<file path="src/rtl/serial_tx_pkg.sv">
// rtl/serial_tx_pkg.sv - shared types and helpers for the serial transmit controller
package serial_tx_pkg;

  // Controller states: waiting for a word, or streaming one out.
  typedef enum logic {
    IDLE  = 1'b0,
    SHIFT = 1'b1
  } tx_state_e;

  localparam int DEFAULT_BIT_SIZE = 8;

  // Width of a counter that indexes bits 0..bit_size-1 of a word.
  function automatic int cnt_width(input int bit_size);
    return (bit_size < 2) ? 1 : $clog2(bit_size);
  endfunction

endpackage

</file>
<file path="src/rtl/piso_shift_reg.sv">
// rtl/piso_shift_reg.sv - parallel-load, zero-fill left shift register
module piso_shift_reg
  import serial_tx_pkg::*;
#(
  parameter int bit_size = DEFAULT_BIT_SIZE
) (
  input  logic                clk,
  input  logic                rst_n,
  input  logic                load,
  input  logic                shift_en,
  input  logic [bit_size-1:0] d,
  output logic [bit_size-1:0] q
);

  logic [bit_size-1:0] sreg_q;
  logic [bit_size-1:0] sreg_d;

  // Next value: a load wins over a shift; shifting moves toward the MSB and fills with 0.
  always_comb begin
    sreg_d = sreg_q;
    if (load) begin
      sreg_d = d;
    end else if (shift_en) begin
      sreg_d = {sreg_q[bit_size-2:0], 1'b0};
    end
  end

  // Chain storage, cleared asynchronously so a reset discards any word in flight.
  always_ff @(posedge clk or negedge rst_n) begin
    if (!rst_n) begin
      sreg_q <= '0;
    end else begin
      sreg_q <= sreg_d;
    end
  end

  assign q = sreg_q;

endmodule

</file>
<file path="src/rtl/serial_tx_ctrl.sv">
// rtl/serial_tx_ctrl.sv - word-in, bit-out transmit controller, MSB first
module serial_tx_ctrl
  import serial_tx_pkg::*;
#(
  parameter int bit_size = DEFAULT_BIT_SIZE
) (
  input  logic                clk,
  input  logic                rst_n,
  input  logic                in_valid,
  output logic                in_ready,
  input  logic [bit_size-1:0] in_data,
  output logic                sout,
  output logic                sout_valid,
  input  logic                sout_ready,
  output logic                sout_last,
  output logic                busy
);

  localparam int CNT_W = cnt_width(bit_size);
  localparam logic [CNT_W-1:0] LAST_IDX = CNT_W'(bit_size - 1);

  tx_state_e           state_q, state_d;
  logic [CNT_W-1:0]    cnt_q, cnt_d;
  logic [bit_size-1:0] sreg;
  logic                load;
  logic                shift_en;
  logic                accept;

  piso_shift_reg #(
    .bit_size (bit_size)
  ) u_chain (
    .clk      (clk),
    .rst_n    (rst_n),
    .load     (load),
    .shift_en (shift_en),
    .d        (in_data),
    .q        (sreg)
  );

  // Output decode: the chain MSB is the bit on the wire; a new word may enter
  // while idle or on the very edge the last bit is taken.
  always_comb begin
    sout       = sreg[bit_size-1];
    sout_valid = (state_q == SHIFT);
    busy       = (state_q == SHIFT);
    sout_last  = sout_valid && (cnt_q == LAST_IDX);
    in_ready   = (state_q == IDLE) || (sout_last && sout_ready);
    accept     = in_valid && in_ready;
  end

  // Sequencing: load on accept, advance one bit per consumed cycle, fall back
  // to idle after the last bit if no follow-on word is waiting.
  always_comb begin
    state_d  = state_q;
    cnt_d    = cnt_q;
    load     = 1'b0;
    shift_en = 1'b0;
    if (accept) begin
      load    = 1'b1;
      cnt_d   = '0;
      state_d = SHIFT;
    end else if ((state_q == SHIFT) && sout_ready) begin
      if (!sout_last) begin
        shift_en = 1'b1;
        cnt_d    = cnt_q + CNT_W'(1);
      end else begin
        state_d = IDLE;
      end
    end
  end

  // State and bit counter registers.
  always_ff @(posedge clk or negedge rst_n) begin
    if (!rst_n) begin
      state_q <= IDLE;
      cnt_q   <= '0;
    end else begin
      state_q <= state_d;
      cnt_q   <= cnt_d;
    end
  end

endmodule

</file>
<file path="config.mk">
export PLATFORM = sky130hd
export DESIGN_NAME = serial_tx_ctrl
export DESIGN_NICKNAME = d
export VERILOG_FILES = /design/src/rtl/serial_tx_pkg.sv /design/src/rtl/piso_shift_reg.sv /design/src/rtl/serial_tx_ctrl.sv
export SDC_FILE = /design/constraint.sdc
export NUM_CORES = 1
export LEC_CHECK = 0
export BUFFER_PORTS_ARGS = -buffer_cell sky130_fd_sc_hd__buf_2
export CAP_MARGIN = 20
export CORE_AREA = 2 2 39 41
export CTS_CLUSTER_DIAMETER = 50
export DETAILED_ROUTE_END_ITERATION = 12
export DIE_AREA = 0 0 41 43
export HOLD_SLACK_MARGIN = 0.12
export PLACE_DENSITY = 0.69
export SETUP_SLACK_MARGIN = 0.4
export SYNTH_ARGS = -nofsm -noshare
export SYNTH_HDL_FRONTEND = slang
export SYNTH_SLANG_ARGS = --single-unit
</file>
<file path="constraint.sdc">
create_clock -name clk -period 4.76 [get_ports clk]
set_input_delay 0.238 -clock clk [delete_from_list [all_inputs] [get_ports clk]]
set_output_delay 0.238 -clock clk [all_outputs]
set_load 0.1 [all_outputs]
</file>
==> summary.md <==
| Metric | Value |
|---|---|
| Status | completed |
| CP Launch Point | cnt_q[1] |
| Total number of vias | 434 |
| Post-synthesis cell count | 47 |
| Reg-to-Reg Start | cnt_q[0] |
| Global placement routability congestion | ~0.76 |
| # DRC | 0 |
| Synth Register Bits | 12 |
| Total CTS buffers | 3 |
| Fmax | between 0.5 and 0.6 GHz |
| Hold depth | 2 |
| Setup TNS | 0 ns |
| Initial antenna violation count | 0 |
| Gr usage total | 0.1542 |
| RSZ-0062 raised after global routing | no |
| Startpoint types | flip-flop |
| WP data arrival | 1.68 ns |
| YS warnings | 0 |
| Post-DP HPWL | approximately 800 µm |
| Initial DRC Count | 9 |
| Initial Utilization | 0.4286 |
| WS Path Type | flip-flop to output port |
| Reg-to-reg endpoint | u_chain.q[6] |
| Most frequent cells in the layout | buf_2 (16), dfrtp_1 (12), and3_1 (7), a221o_1 (7), clkbuf_4 (3) |
| Final setup violation count | 0 |
| Root buffer cell | clkbuf_4 |
| FF-to-FF path depth | 5 |
| Clock Sinks | 12 |
| Core ar. | roughly 1400 µm² |
| PostCTS Resize Cnt | 0 |
| CTS Buffer Depth | 2 |
| Max Cap Viol | 0 |
| Final #Nets | 80 |
| Hold Crit Class | input pin to flip-flop |
| IO Pins | 17 |
| Via density per instance | roughly 5.4 |
| Critical path peak fanout | 9 |
| Port buffer count | 16 |
| Placed cell area | 670.6 µm² |
| Mean post-synth cell area | 12.62 µm² |
| Worst slack, placed | 3.099 ns |
| Global-route wire length before repair | around 1800 µm |
| Layout overhead on the synthesized area | 20.89% |
| Mapped Nets | 61 |
| Synth cell types | 21 |
| Vias in the first global route | just under 400 |
| Row count | 14 |
| Routed Antenna Nets | 0 |
| Worst skew pair latency | approximately 0.27 ns |
| Commonest non-fill, non-tap cell in the layout | buf_2 |
| Pre-antenna DRT Iters | 3 |
| H-tree levels | 1 |
| Final-report hold violation count | 0 |
| Finished layout cell area | 716.9 µm² |
| VDD IR max | 230.7 µV |
| Slew Limit Headroom | 0.6784 |
| Slew Limit Fails | 0 |
| Worst reg-to-reg setup slack | 3.10 ns |
| Die Width | about 41 µm |
| Avg WL per Cell | between 10 and 15 µm |
| Hold Crit Endpoint | u_chain.q[0] |
| Leak Pwr | between 0.3 and 0.4 nW |
| PnR worst setup slack | between 2 and 3 ns |
| Antenna Cells | 0 |
| Syn Std Cell Area | ~590 µm² |
| Filler instances | between 100 and 150 |
| GR Overflow Total | 0 |
| Largest net degree at the start of global routing | 13 |
| Die area | ~1800 µm² |
| Final WL | 1098 µm |
| Chip Height | about 43 µm |
| Layout cell share with drive strength beyond 1 | 0.4308 |
| Clk_skew | just over 0.005 ns |
| TritonCTS clock tree | built |
| Critical Path RT | about 4.5 ns |
| Reg clk slew, reported paths | ~0.08 ns |
| Tmin final | 1.922 ns |
| Worst setup EP type | output port |
| Pwr Density | about 580 nW/µm² |
| Post-synthesis sequential area ratio | 0.5063 |
| Hold_sp | sout_ready |
| Worst hold slack | between 0.15 and 0.2 ns |
| Worst Tran Pin Value | between 0.4 and 0.5 ns |
| Period utilization | 0.4039 |
## registers in the layout, summed over array words and instances, names as in the netlist
register   flops
cnt_q          3
busy           1
u_chain.q      8
## through the flow
stage / std cells / utilization / power (mW)
after floorplan: 47 / - / 0.3021
after global placement: 76 / 0.4846 / 0.3281
after detailed placement: 76 / 0.4846 / 0.3338
after CTS: 81 / 0.5181 / 0.4155
after global routing: 81 / 0.5181 / 0.4397
final: 81 / 0.5181 / 0.4125
## cell usage after synthesis
library cell | count | area (µm²)
dfrtp_1 | 12 | 300.3
a221o_1 | 7 | 70.07
and3_1 | 7 | 43.79
a22o_2 | 2 | 20.02
ha_1 | 2 | 25.02
nand2b_1 | 2 | 12.51
a211oi_1 | 1 | 7.510
a21bo_4 | 1 | 16.27
a21oi_1 | 1 | 5.000
and2_2 | 1 | 7.510
and2_4 | 1 | 8.760
buf_4 | 1 | 7.510
buf_6 | 1 | 11.26
clkbuf_1 | 1 | 3.750
inv_1 | 1 | 3.750
mux2_2 | 1 | 11.26
nor2_1 | 1 | 3.750
nor2b_4 | 1 | 13.76
o21ai_0 | 1 | 5.000
o21ai_2 | 1 | 8.760
or2b_1 | 1 | 7.510
## worst max-delay path by stage
stage | to | slack, ns
5_1_grt | in_ready | 2.71
6_report | in_ready | 2.84
4_1_cts | in_ready | 2.82
2_1_floorplan | u_chain.q[7] | 2.76
3_3_place_gp | u_chain.q[1] | 3.13
3_5_place_dp | u_chain.q[1] | 3.10
## critical path: stages (launching register included)
cell and delay [ns]:
dfrtp_1 0.37, ha_1 0.15, ha_1 0.26, a21bo_4 0.20, buf_2 0.43
## per-layer routing
layer | share of wire | vias to the layer above | track usage
met4 | 0 | 0 | 0.04000
met5 | 0 | - | 0
li1 | - | 214 | -
met1 | 0.45 | 209 | 0.2109
met2 | 0.49 | 11 | 0.2094
met3 | 0.052 | 0 | 0.08377
## kinds of logic after synthesis
kind of cell,Yosys count,synth area share
flops,12,0.5063
mux,1,0.01899
fa+ha+maj,2,0.04219
simple gates,14,0.1646
compound gates,14,0.2236
buf+inv,4,0.04430
## layout make-up
| cell class | instances | area (µm²) | share of cell area |
|---|---|---|---|
| Inverter | 1 | 3.754 | 0.005236 |
| Sequential cell | 12 | 300.3 | 0.4188 |
| Timing Repair Buffer | 17 | 90.09 | 0.1257 |
| Clock buffer | 4 | 36.28 | 0.05061 |
| Multi-Input combinational cell | 31 | 266.5 | 0.3717 |
| Tap cell | 16 | 20.02 | 0.02792 |
## where the power goes
| group | leakage [nW] | switching (mW) | internal, mW |
|---|---|---|---|
| logic | 0.220 | 0.104 | 0.0617 |
| registers | 0.151 | 0.0247 | 0.141 |
| clock network | 0.0210 | 0.0352 | 0.0465 |
| total | 0.392 | 0.164 | 0.249 |
## what timing repair did
item / 4_1_cts / 5_1_grt
endpoints found under the setup margin: 0 / 0
hold buffers: 1 / 0
buffers inserted: 0 / 0
hold endpoints to repair: 12 / 0
No activity file was read; power rests on OpenSTA's default activity.
